`config.mk`:
```
export PLATFORM = sky130hd
export DESIGN_NAME = kb_event_queue
export DESIGN_NICKNAME = d
export VERILOG_FILES = /design/src/rtl/kb_event_queue_pkg.sv /design/src/rtl/kb_event_queue_sync_fifo.sv /design/src/rtl/kb_event_queue.sv
export SDC_FILE = /design/constraint.sdc
export NUM_CORES = 1
export LEC_CHECK = 0
export CORE_UTILIZATION = 45
export DETAILED_ROUTE_END_ITERATION = 10
export HOLD_SLACK_MARGIN = 0.03
export SYNTH_ARGS = -nofsm -noshare
export SYNTH_HDL_FRONTEND = slang
export SYNTH_HIERARCHICAL = 1
export SYNTH_SLANG_ARGS = --single-unit
```
`constraint.sdc`:
```
create_clock -name clk -period 3.8 [get_ports clk]
set_input_delay 0.95 -clock clk [delete_from_list [all_inputs] [get_ports clk]]
set_output_delay 0.95 -clock clk [all_outputs]
set_load 0.05 [all_outputs]
```
`src/rtl/kb_event_queue_pkg.sv`:
```
// Shared definitions for the keyboard event queue: entry layout and FSM states.
package kb_event_queue_pkg;

    localparam int KB_ENTRY_W = 13;
    localparam int ASCII_W    = 8;
    localparam int FLAG_W     = 5;
    localparam int ASCII_LSB  = 0;
    localparam int FLAG_LSB   = 8;
    localparam int ERR_BIT    = 12;

    typedef enum logic [1:0] {
        ST_IDLE   = 2'd0,
        ST_DELAY  = 2'd1,
        ST_REPEAT = 2'd2
    } kb_state_e;

    // Pack modifier flags and ascii code into one queue entry.
    function automatic logic [KB_ENTRY_W-1:0] kb_pack(input logic [FLAG_W-1:0]  flags,
                                                     input logic [ASCII_W-1:0] code);
        logic [KB_ENTRY_W-1:0] entry;
        entry = '0;
        entry[FLAG_LSB +: FLAG_W]   = flags;
        entry[ASCII_LSB +: ASCII_W] = code;
        return entry;
    endfunction

endpackage

```
`src/rtl/kb_event_queue_sync_fifo.sv`:
```
// Show-ahead synchronous FIFO: head entry is visible on dout with no read latency.
module kb_event_queue_sync_fifo #(
    parameter int WIDTH = 13,
    parameter int DEPTH = 16
) (
    input  logic                     clk,
    input  logic                     rst_n,
    input  logic                     push,
    input  logic [WIDTH-1:0]         din,
    input  logic                     pop,
    output logic [WIDTH-1:0]         dout,
    output logic                     empty,
    output logic                     full,
    output logic [$clog2(DEPTH):0]   count
);

    localparam int PTR_W = $clog2(DEPTH);
    localparam int CNT_W = PTR_W + 1;

    logic [WIDTH-1:0] mem_q [DEPTH];
    logic [PTR_W-1:0] wr_ptr_q, wr_ptr_d;
    logic [PTR_W-1:0] rd_ptr_q, rd_ptr_d;
    logic [CNT_W-1:0] count_q, count_d;
    logic             do_push;
    logic             do_pop;

    assign empty = (count_q == '0);
    assign full  = (count_q == CNT_W'(DEPTH));
    assign count = count_q;
    assign dout  = empty ? '0 : mem_q[rd_ptr_q];

    // Pop only when something is held; a push into a full FIFO succeeds only alongside a pop.
    always_comb begin
        do_pop   = pop & ~empty;
        do_push  = push & (~full | do_pop);
        wr_ptr_d = do_push ? wr_ptr_q + PTR_W'(1) : wr_ptr_q;
        rd_ptr_d = do_pop  ? rd_ptr_q + PTR_W'(1) : rd_ptr_q;
        count_d  = count_q;
        if (do_push && !do_pop) begin
            count_d = count_q + CNT_W'(1);
        end else if (do_pop && !do_push) begin
            count_d = count_q - CNT_W'(1);
        end
    end

    // Pointer and occupancy registers.
    always_ff @(posedge clk) begin
        if (!rst_n) begin
            wr_ptr_q <= '0;
            rd_ptr_q <= '0;
            count_q  <= '0;
        end else begin
            wr_ptr_q <= wr_ptr_d;
            rd_ptr_q <= rd_ptr_d;
            count_q  <= count_d;
        end
    end

    // Storage needs no reset; empty masks stale contents on dout.
    always_ff @(posedge clk) begin
        if (do_push) begin
            mem_q[wr_ptr_q] <= din;
        end
    end

endmodule

```
`src/rtl/kb_event_queue.sv`:
```
// Keyboard event queue: turns held-key levels into press/typematic events,
// buffers them, and drives the overflow flag and interrupt.
//
//  state     | meaning
//  ST_IDLE   | no key held; next nonzero ascii is a fresh press
//  ST_DELAY  | key pressed, waiting REPEAT_DELAY cycles for first repeat
//  ST_REPEAT | typematic: one repeat every REPEAT_RATE cycles
module kb_event_queue
    import kb_event_queue_pkg::*;
#(
    parameter int unsigned DEPTH        = 16,
    parameter int unsigned REPEAT_DELAY = 25000000,
    parameter int unsigned REPEAT_RATE  = 5000000
) (
    input  logic                     clk,
    input  logic                     rst_n,
    input  logic [7:0]               ascii,
    input  logic [4:0]               kb_flags,
    input  logic                     rd_pop,
    input  logic                     clr_ovf,
    input  logic                     irq_en,
    output logic [12:0]              dout,
    output logic                     empty,
    output logic [$clog2(DEPTH):0]   count,
    output logic                     overflow,
    output logic                     irq
);

    localparam logic [31:0] DELAY_TC = 32'(REPEAT_DELAY - 1);
    localparam logic [31:0] RATE_TC  = 32'(REPEAT_RATE - 1);

    kb_state_e             state_q, state_d;
    logic [31:0]           timer_q, timer_d;
    logic [7:0]            ascii_q, ascii_d;
    logic                  overflow_q, overflow_d;
    logic                  push;
    logic                  full;
    logic [KB_ENTRY_W-1:0] entry;
    logic                  key_held;
    logic                  key_changed;

    assign entry       = kb_pack(kb_flags, ascii);
    assign key_held    = (ascii != 8'd0);
    assign key_changed = (ascii != ascii_q);

    // Press/repeat decision; the push is combinational so a press is queued on the edge it is seen.
    always_comb begin
        state_d = state_q;
        timer_d = timer_q + 32'd1;
        push    = 1'b0;
        if (entry[ERR_BIT]) begin
            state_d = ST_IDLE;
            timer_d = '0;
        end else begin
            case (state_q)
                ST_IDLE: begin
                    timer_d = '0;
                    if (key_held) begin
                        push    = 1'b1;
                        state_d = ST_DELAY;
                    end
                end
                ST_DELAY: begin
                    if (!key_held) begin
                        state_d = ST_IDLE;
                        timer_d = '0;
                    end else if (key_changed) begin
                        push    = 1'b1;
                        timer_d = '0;
                    end else if (timer_q == DELAY_TC) begin
                        push    = 1'b1;
                        state_d = ST_REPEAT;
                        timer_d = '0;
                    end
                end
                ST_REPEAT: begin
                    if (!key_held) begin
                        state_d = ST_IDLE;
                        timer_d = '0;
                    end else if (key_changed) begin
                        push    = 1'b1;
                        state_d = ST_DELAY;
                        timer_d = '0;
                    end else if (timer_q == RATE_TC) begin
                        push    = 1'b1;
                        timer_d = '0;
                    end
                end
                default: begin
                    state_d = ST_IDLE;
                    timer_d = '0;
                end
            endcase
        end
    end

    // Sticky overflow: a dropped push beats a simultaneous clear. When full, the FIFO
    // cannot also be empty, so rd_pop here always frees a slot.
    always_comb begin
        ascii_d    = ascii;
        overflow_d = overflow_q;
        if (push && full && !rd_pop) begin
            overflow_d = 1'b1;
        end else if (clr_ovf) begin
            overflow_d = 1'b0;
        end
    end

    // Controller registers.
    always_ff @(posedge clk) begin
        if (!rst_n) begin
            state_q    <= ST_IDLE;
            timer_q    <= '0;
            ascii_q    <= '0;
            overflow_q <= 1'b0;
        end else begin
            state_q    <= state_d;
            timer_q    <= timer_d;
            ascii_q    <= ascii_d;
            overflow_q <= overflow_d;
        end
    end

    kb_event_queue_sync_fifo #(
        .WIDTH (KB_ENTRY_W),
        .DEPTH (int'(DEPTH))
    ) u_fifo (
        .clk   (clk),
        .rst_n (rst_n),
        .push  (push),
        .din   (entry),
        .pop   (rd_pop),
        .dout  (dout),
        .empty (empty),
        .full  (full),
        .count (count)
    );

    assign overflow = overflow_q;
    assign irq      = irq_en & ~empty;

endmodule

```
==> results of run 1 <==
## layout make-up
type | instances | area (sq um)
Clock inverter | 15 | 184
Fill cell | 1923 | 10500
Timing Repair Buffer | 106 | 1020
Clock buffer | 37 | 774
Sequential cell | 268 | 7450
Inverter | 6 | 22.5
Multi-Input combinational cell | 371 | 3350
Tap cell | 319 | 399
## critical path, delay by kind of cell
family	cells	cell delay (ns)
AOI/OAI and AO/OA	2	0.39
xor gates and xnor gates	1	0.12
adders and majority gates	2	0.55
buffers and inverters	3	0.74
and+or+nand+nor	5	1.36
## registers in the layout, summed over array words and instances (netlist names), named ones only
signal / cells
u_fifo/mem_q: 208
ascii_q: 8
timer_q: 32
overflow: 1
u_fifo/rd_ptr_q: 4
state_q: 2
u_fifo/count: 5
u_fifo/wr_ptr_q: 4
## cells by family (layout without fill, tap and decap cells)
family	count (synthesis)	after routing	share of synthesized area, %
flops	268	268	67.8
simple gates	190	190	9.12
mux	68	68	12.3
compound gates	53	53	3.51
xor+xnor	45	45	3.59
buf+inv	35	164	1.95
fa+ha+maj	15	15	1.78
## worst paths after layout
kind | endpoint | slack (ns) | cells past startpoint
worst max-delay path | u_fifo/count[3] | 0.17 | 13
worst min-delay path | timer_q[0] | 0.48 | 1
worst max register to register | u_fifo/count[3] | 0.30 | 12
worst min register to register | timer_q[0] | 0.48 | 1
## power by group
part	internal, mW	switching [mW]	total [mW]
sequential	3.26	0.125	3.38
combinational	0.937	1.37	2.31
clock	1.70	1.10	2.80
total	5.90	2.59	8.49
## layout by cell type (no fill, tap or decap), types with 14 or more instances in the layout
cell type,count
ha_1,14
nor2_1,56
and2_1,16
dfxtp_1,57
mux2i_1,16
nor2b_1,18
clkdlybuf4s50_1,23
a211oi_1,27
nand3_1,19
xnor2_1,25
mux4_2,47
buf_4,70
xor2_1,20
clkbuf_16,28
edfxtp_1,208
nand2_1,23
## layer usage
layer / track usage, % / vias to the layer above
li1: - / 2828
met5: 0 / -
met4: 5.82 / 0
met2: 35.6 / 137
met1: 25.8 / 3193
met3: 2.56 / 36
## per-stage QoR
step / total power, mW / setup slack, ns / std cells / area [sq um] / hold WS, ns
floorplan: 5.02 / 0.331 / 674 / 11000 / 0.442
global placement: 5.74 / -0.320 / 1070 / 12200 / 0.462
detailed placement: 5.78 / -0.398 / 1070 / 12200 / 0.465
CTS: 8.58 / 0.0955 / 1122 / 13200 / 0.481
global route: 8.83 / 0.0115 / 1122 / 13200 / 0.503
finish: 8.49 / 0.168 / 1122 / 13200 / 0.478
==> results.py, run 1 <==
metrics = {
    "cts": {
        "cts_resized": 0,
        "clockRootBuffer": "clkbuf_16",
        "cts_max_path_buffers": 3,
        "clkTransAtPathRegs_ns": 0.06,
        "cts_tree": "done",
        "cts_hold_buffers": 0,
        "cts_sinks": 268,
        "post_cts_buffers": 0,
        "cts_buffers": 28,
        "clock_latency_ns": 0.54,
        "h-tree-depth": 1,
    },
    "synthesis": {
        "synth_area_leader_cell": "edfxtp_1",
        "synth_seq_area_share_pct": 67.8,
        "synth_warnings": 6,
        "syn_inst": 674,
        "syn_area_per_cell_sq_um": 16.3,
        "synth_edf_count": 208,
        "synth_cell_types": 52,
        "yosys.area.top_type_share_pct": 56.8,
        "synth-main-ff-cell": "edfxtp_1",
        "yosysMostFrequentCell": "edfxtp_1",
        "async_flop_share_pct": 0,
        "synth_area_sq_mm": 0.0110,
        "synth.top_cells.by_area": "edfxtp_1 57%, dfxtp_1 11%, mux4_2 9.6%",
        "synth_top_cells_by_count": "208 x edfxtp_1, 60 x dfxtp_1, 56 x nor2_1",
        "ys_ff_latch": 268,
        "synth_fp_nets": 707,
    },
    "cells_and_area": {
        "areaGrowthSynthToFinish_pct": 20.2,
        "nets": 814,
        "layout-drive-gt1-share_pct": 23.5,
        "fin_util_pct": 55.7,
        "num_antenna_cells": 0,
    },
    "die": {
        "die_h_um": 158,
        "start_util_pct": 46.4,
        "die_x_um": 158,
        "fp.dieArea_sq_mm": 0.0250,
        "rows": 56,
        "io_pins": 39,
        "core-area_sq_mm": 0.0237,
    },
    "route": {
        "wl_met1_um": 10300,
        "drt-total-wl_um": 24000,
        "ant_nets": 0,
        "wl_met2_um": 12100,
        "wl_per_cell_um": 21.4,
        "first_pass_iters": 5,
        "highest_layer": "met4",
        "vias_per_cell": 5.52,
        "initialDrtViolationCount": 299,
        "drcViolationCount": 0,
        "wl_met3_um": 1090,
        "vias": 6194,
    },
    "sta": {
        "tightestPinTransition_ns": 0.834,
        "max_clock_freq_ghz": 0.275,
        "min_period_ns": 3.63,
        "finClkSkew_ns": 0.0206,
        "rsz0062_at_grt": "no",
        "drv_slew": 0,
        "setup_viol": 0,
        "finalCritPeriodShare_pct": 95.6,
        "slew_headroom_pct": 43.9,
        "tns_ns": 0,
        "hold_viol_final": 0,
    },
    "worst_setup_path": {
        "r2r-start": "timer_q[23]",
        "crit_top_cell": "ha_1",
        "crit_chain": "clkdlybuf4s50_1 -> buf_4 -> xnor2_1 -> nand4_1 -> or3_1 -> a31oi_1 -> nor3_1 -> a21boi_2 -> ha_1 -> inv_1 -> ha_1 -> or4b_2 -> nand3_1",
        "start_kind": "input port",
        "critPathMaxStageDelay_ns": 0.64,
        "worstPathArrival_ns": 4.12,
        "critPathRequiredTime_ns": 4.28,
        "crit_start": "ascii[4]",
        "slowest_stage": "or4b_2",
        "critPathKind": "input port to register",
        "worst_setup_path_end_kind": "register",
        "worstPathMaxFanout": 5,
    },
    "worst_hold_path": {
        "hp-start": "timer_q[0]",
        "hp-class": "register to register",
    },
    "power": {
        "peakVddDrop_mv": 0.485,
        "power.leakage_nw": 4.35,
        "pwr_density_cell_mw_per_mm2": 643,
    },
    "global_routing": {
        "grt_max_degree": 33,
        "grt_pass1_vias": 6524,
        "antenna_found_initial": 0,
        "grt_usage_pct": 20.1,
        "grt-ovfl-total": 0,
        "grt_pass1_wl_um": 37200,
    },
    "placed_design": {
        "io_buffers": 38,
        "dp_hpwl_um": 15500,
        "place_congestion": 0.813,
    },
    "run": {
        "drv_cap": 0,
    },
    "run_status": {
        "status": "finished clean",
    },
}
(Power assumes the default switching activity.)
==> run 2, diff against run 1 <==
--- a/config.mk
+++ b/config.mk
@@ -5,8 +5,11 @@
 export SDC_FILE = /design/constraint.sdc
 export NUM_CORES = 1
 export LEC_CHECK = 0
+export CORE_MARGIN = 1.5
 export CORE_UTILIZATION = 45
+export CTS_CLUSTER_SIZE = 28
 export DETAILED_ROUTE_END_ITERATION = 10
+export GPL_ROUTABILITY_DRIVEN = 0
 export HOLD_SLACK_MARGIN = 0.03
 export SYNTH_ARGS = -nofsm -noshare
 export SYNTH_HDL_FRONTEND = slang
==> run 2 against run 1 <==
  * Critical path depth up 1
  * Combinational power about the same
  * Sequential share of layout area grew 0.14 points
  * Routed wire length increased by 0.63%
  * Register-to-register slack barely moved
  * Critical endpoint unchanged
==> results.py, run 2 (synthesis gave the netlist of run 1 again) <==
metrics = {
    "route": {
        "first_pass_iters": 4,
        "ant_nets": 0,
        "wl_per_cell_um": 21.7,
        "vias": 6077,
        "drcViolationCount": 0,
        "vias_per_cell": 5.46,
        "initialDrtViolationCount": 360,
        "drt-total-wl_um": 24100,
    },
    "worst_setup_path": {
        "start_kind": "input port",
        "critPathKind": "input port to register",
        "crit_start": "ascii[6]",
        "worstPathMaxFanout": 5,
        "worstPathArrival_ns": 4.11,
        "r2r-start": "timer_q[23]",
        "worst_setup_path_end_kind": "register",
        "critPathRequiredTime_ns": 4.28,
    },
    "sta": {
        "setup_viol": 0,
        "tns_ns": 0,
        "slew_headroom_pct": 42.2,
        "max_clock_freq_ghz": 0.275,
        "min_period_ns": 3.64,
        "setup_slack_ns": 0.164,
        "tightestPinTransition_ns": 0.859,
        "hold_viol_final": 0,
        "finClkSkew_ns": 0.0109,
        "finalCritPeriodShare_pct": 95.7,
        "drv_slew": 0,
        "hold-worst-slack_ns": 0.483,
        "rsz0062_at_grt": "no",
    },
    "cells_and_area": {
        "nets": 801,
        "reg.largest.list": "u_fifo/mem_q (208), timer_q (32), ascii_q (8)",
        "final_cell_mix": "208 x edfxtp_1, 57 x dfxtp_1, 56 x nor2_1, 51 x buf_4, 47 x mux4_2",
        "layout_commonest_cell": "edfxtp_1",
        "layout-drive-gt1-share_pct": 22.6,
        "final_area_sq_mm": 0.0132,
        "largest_reg_flops": 208,
        "num_antenna_cells": 0,
        "fillers": 1973,
        "fin_util_pct": 54.6,
        "areaGrowthSynthToFinish_pct": 19.8,
        "top_register": "u_fifo/mem_q",
    },
    "global_routing": {
        "grt_max_degree": 33,
        "grt_pass1_vias": 6520,
        "grt-ovfl-total": 0,
        "grt_pass1_wl_um": 37200,
        "grt_usage_pct": 19.4,
        "antenna_found_initial": 0,
    },
    "placed_design": {
        "io_buffers": 38,
        "place_area_sq_mm": 0.0122,
        "pre_cts_ws_ns": -0.505,
        "dp_hpwl_um": 14900,
    },
    "die": {
        "rows": 57,
        "die_h_um": 159,
        "io_pins": 39,
        "die_x_um": 159,
        "core-area_sq_mm": 0.0241,
        "fp.dieArea_sq_mm": 0.0254,
        "start_util_pct": 45.6,
    },
    "cts": {
        "cts_buffers": 28,
        "cts_tree": "done",
        "clkTransAtPathRegs_ns": 0.06,
        "clock_latency_ns": 0.53,
        "cts_sinks": 268,
        "clockRootBuffer": "clkbuf_16",
        "h-tree-depth": 1,
        "cts_max_path_buffers": 3,
    },
    "power": {
        "swShare_pct": 30.8,
        "p_clk_share_pct": 32.1,
        "power_frac_seq_pct": 40.2,
        "internal_power_mw": 5.83,
        "pwr_density_cell_mw_per_mm2": 640,
        "p_comb_share_pct": 27.7,
        "peakVddDrop_mv": 0.623,
        "p_sw_mw": 2.60,
        "power.leakage_nw": 4.29,
    },
    "worst_hold_path": {
        "hp-class": "register to register",
        "hp-start": "timer_q[0]",
    },
    "run_status": {
        "status": "finished clean",
    },
    "run": {
        "drv_cap": 0,
    },
}
-- run 2: path summary, 6_finish.rpt --
check | end | slack (ns) | depth (start not counted)
worst max-delay path | u_fifo/count[3] | 0.16 | 14
worst min-delay path | timer_q[0] | 0.48 | 1
worst max register to register | u_fifo/count[3] | 0.30 | 12
worst min register to register | timer_q[0] | 0.48 | 1
-- run 2: worst max-delay path: stages --
cell,delay [ns]
clkdlybuf4s50_1,0.54
xnor2_1,0.14
nand4_1,0.15
or3_1,0.38
a31oi_1,0.20
nor3_1,0.09
a21boi_2,0.17
ha_1,0.22
inv_1,0.15
ha_1,0.22
a21o_1,0.10
a21oi_1,0.09
or4b_2,0.62
nand3_1,0.09
-- run 2: cell type report --
| type | instances | area, sq um | area share, % |
|---|---|---|---|
| clock buffer | 37 | 764 | 5.81 |
| inverter | 6 | 22.5 | 0.171 |
| tap | 324 | 405 | 3.08 |
| sequential | 268 | 7450 | 56.6 |
| timing repair buffer | 93 | 996 | 7.56 |
| multi-input combinational | 371 | 3370 | 25.6 |
| clock inverter | 14 | 160 | 1.22 |
-- run 2: per-layer routing --
| layer | global-route usage (%) | routed length, um |
|---|---|---|
| met5 | 0 | 0 |
| met4 | 4.85 | 395 |
| met3 | 2.47 | 1630 |
| met2 | 34.7 | 12500 |
| met1 | 25.0 | 9660 |
-- run 2: power by group through the flow --
stage | logic, mW | registers [mW] | clock network [mW]
2_1_floorplan | 1.55 | 3.47 | 0
3_3_place_gp | 2.32 | 3.44 | 0
3_5_place_dp | 2.36 | 3.45 | 0
4_1_cts | 2.37 | 3.39 | 2.77
5_1_grt | 2.48 | 3.40 | 2.87
6_report | 2.34 | 3.38 | 2.71
-- run 2: metrics by stage --
| stage | power, mW | std cells |
|---|---|---|
| global placement | 5.76 | 1062 |
| floorplan | 5.02 | 674 |
| detailed placement | 5.81 | 1062 |
| CTS | 8.53 | 1113 |
| global route | 8.76 | 1113 |
| finish | 8.43 | 1113 |
-- run 2: repair_timing --
item	in CTS	in global routing
gates resized for setup	1	3
endpoints found under the setup margin	3	2
hold buffers	0	0
endpoints found under the hold margin	0	0
pin swaps	0	0
buffers inserted	0	0
==> run 3, diff against run 2 <==
--- a/config.mk
+++ b/config.mk
@@ -6,7 +6,7 @@
 export NUM_CORES = 1
 export LEC_CHECK = 0
 export CORE_MARGIN = 1.5
-export CORE_UTILIZATION = 45
+export CORE_UTILIZATION = 29
 export CTS_CLUSTER_SIZE = 28
 export DETAILED_ROUTE_END_ITERATION = 10
 export GPL_ROUTABILITY_DRIVEN = 0
==> run 3 against run 2 <==
  * Sequential share of layout area shrank 0.75 points
  * Fmax grew 0.11%
  * Sequential power is essentially flat
  * First-iteration DRC count grew 11%
  * Clock power shrank 4%
  * Sequential cell count is the same
  * Cell count grew 18%
  * Critical path type is now register to output pin
  * Largest power group unchanged
  * Highest routed layer unchanged
==> results.py, run 3 (synthesis gave the netlist of run 1 again) <==
metrics = {
    "sta": {
        "hold-worst-slack_ns": 0.479,
        "min_period_ns": 3.63,
        "max_clock_freq_ghz": 0.275,
        "setup_viol": 0,
        "finalCritPeriodShare_pct": 95.6,
        "slew_headroom_pct": 42.1,
        "drv_slew": 0,
        "tns_ns": 0,
        "finClkSkew_ns": 0.0180,
        "hold_viol_final": 0,
        "tightestPinTransition_ns": 0.860,
        "rsz0062_at_grt": "no",
    },
    "cells_and_area": {
        "final_cells": 1311,
        "reg.largest.list": "u_fifo/mem_q (208), timer_q (32), ascii_q (8)",
        "layout_commonest_cell": "edfxtp_1",
        "final_area_sq_mm": 0.0133,
        "fillers": 3601,
        "largest_reg_flops": 208,
        "final_cell_mix": "208 x edfxtp_1, 69 x buf_4, 57 x dfxtp_1, 56 x nor2_1, 47 x mux4_2",
        "top_register": "u_fifo/mem_q",
        "num_antenna_cells": 0,
        "nets": 812,
        "fin_util_pct": 35.6,
        "multi_input_comb_area_sq_mm": 0.00336,
        "layout-drive-gt1-share_pct": 23.3,
        "areaGrowthSynthToFinish_pct": 21.5,
        "seqCellArea_sq_mm": 0.00746,
    },
    "power": {
        "p_comb_share_pct": 28.0,
        "p_clk_share_pct": 31.1,
        "power_frac_seq_pct": 40.9,
        "internal_power_mw": 5.70,
        "power.leakage_nw": 4.30,
        "swShare_pct": 31.7,
        "peakVddDrop_mv": 0.386,
        "p_sw_mw": 2.64,
        "pwr_density_cell_mw_per_mm2": 625,
    },
    "worst_setup_path": {
        "critPathKind": "register to output pin",
        "rrSetupSlack_ns": 0.41,
        "start_kind": "register",
        "critical_path.endpoint": "dout[3]",
        "worstPathArrival_ns": 2.68,
        "worst_setup_path_end_kind": "output pin",
        "worstPathMaxFanout": 25,
        "critPathRequiredTime_ns": 2.85,
        "r2r_cells": 13,
        "r2r_end": "u_fifo/count[3]",
        "r2r-start": "timer_q[23]",
    },
    "die": {
        "die_h_um": 198,
        "rows": 71,
        "start_util_pct": 29.3,
        "die_x_um": 198,
        "core-area_sq_mm": 0.0375,
        "fp.dieArea_sq_mm": 0.0391,
        "io_pins": 39,
    },
    "placed_design": {
        "dp.cells": 1261,
        "dp_hpwl_um": 15100,
        "io_buffers": 38,
        "place_area_sq_mm": 0.0125,
    },
    "cts": {
        "cts_max_path_buffers": 3,
        "cts_hold_buffers": 0,
        "cts_resized": 0,
        "h-tree-depth": 1,
        "cts_tree": "done",
        "cts_sinks": 268,
        "clkTransAtPathRegs_ns": 0.07,
        "cts_buffers": 27,
        "clockRootBuffer": "clkbuf_16",
        "post_cts_buffers": 0,
        "clock_latency_ns": 0.55,
    },
    "global_routing": {
        "grt_pass1_vias": 6213,
        "grt_usage_pct": 12.6,
        "grt-ovfl-total": 0,
        "antenna_found_initial": 0,
        "grt_max_degree": 33,
        "grt_pass1_wl_um": 37200,
    },
    "run": {
        "drv_cap": 0,
    },
    "route": {
        "initialDrtViolationCount": 401,
        "ant_nets": 0,
        "wl_per_cell_um": 18.4,
        "first_pass_iters": 5,
        "drt-total-wl_um": 24100,
        "vias": 6114,
        "drcViolationCount": 0,
        "vias_per_cell": 4.66,
    },
    "worst_hold_path": {
        "hp-class": "register to register",
    },
    "run_status": {
        "status": "finished clean",
    },
}
-- run 3: cell types whose count changed in the layout (fill, tap and decap cells not counted), moves of 2 or more --
cell | previous run | this run
buf_12 | 19 | 13
clkbuf_8 | 3 | 1
buf_4 | 51 | 69
clkinv_1 | 1 | 5
clkinvlp_4 | 2 | 0
-- run 3: metrics by stage --
step | worst slack, ns | power (mW)
6_report | 0.168 | 8.34
5_1_grt | 0.0440 | 8.68
4_1_cts | 0.00648 | 8.43
3_5_place_dp | -0.300 | 5.83
3_3_place_gp | -0.259 | 5.81
2_1_floorplan | 0.331 | 5.02
-- run 3: worst min path at each step --
stage               start         end  slack, ns  cells after the start
3_3_place_gp   timer_q[0]  timer_q[0]       0.47                      1
5_1_grt        timer_q[0]  timer_q[0]       0.53                      1
3_5_place_dp   timer_q[0]  timer_q[0]       0.47                      1
2_1_floorplan  timer_q[0]  timer_q[0]       0.44                      1
6_report       timer_q[0]  timer_q[0]       0.48                      1
4_1_cts        timer_q[0]  timer_q[0]       0.49                      1
-- run 3: cell type report --
| class | instances | area share [%] |
|---|---|---|
| sequential | 268 | 55.9 |
| multi-input combinational | 371 | 25.2 |
| timing repair buffer | 105 | 7.55 |
| clock buffer | 34 | 5.33 |
| tap | 511 | 4.79 |
| clock inverter | 16 | 1.10 |
| inverter | 6 | 0.169 |
-- run 3: power by group through the flow --
| stage | Combinational [mW] | Clock, mW | Sequential, mW |
|---|---|---|---|
| after global routing | 2.49 | 2.76 | 3.43 |
| final | 2.33 | 2.59 | 3.41 |
| after global placement | 2.33 | 0 | 3.47 |
| after floorplan | 1.55 | 0 | 3.47 |
| after detailed placement | 2.35 | 0 | 3.47 |
| after CTS | 2.36 | 2.66 | 3.41 |
-- run 3: per-layer routing --
layer,share of wire (%),track usage [%]
met4,1.9,3.14
met3,4.5,1.66
met2,47,20.6
met1,47,17.7
met5,0,0
-- run 3: critical path, stage by stage (launching register included) --
cell	delay, ns
dfxtp_2	0.70
buf_12	0.28
mux4_2	0.25
mux2i_1	0.06
a211oi_1	0.51
buf_4	0.31
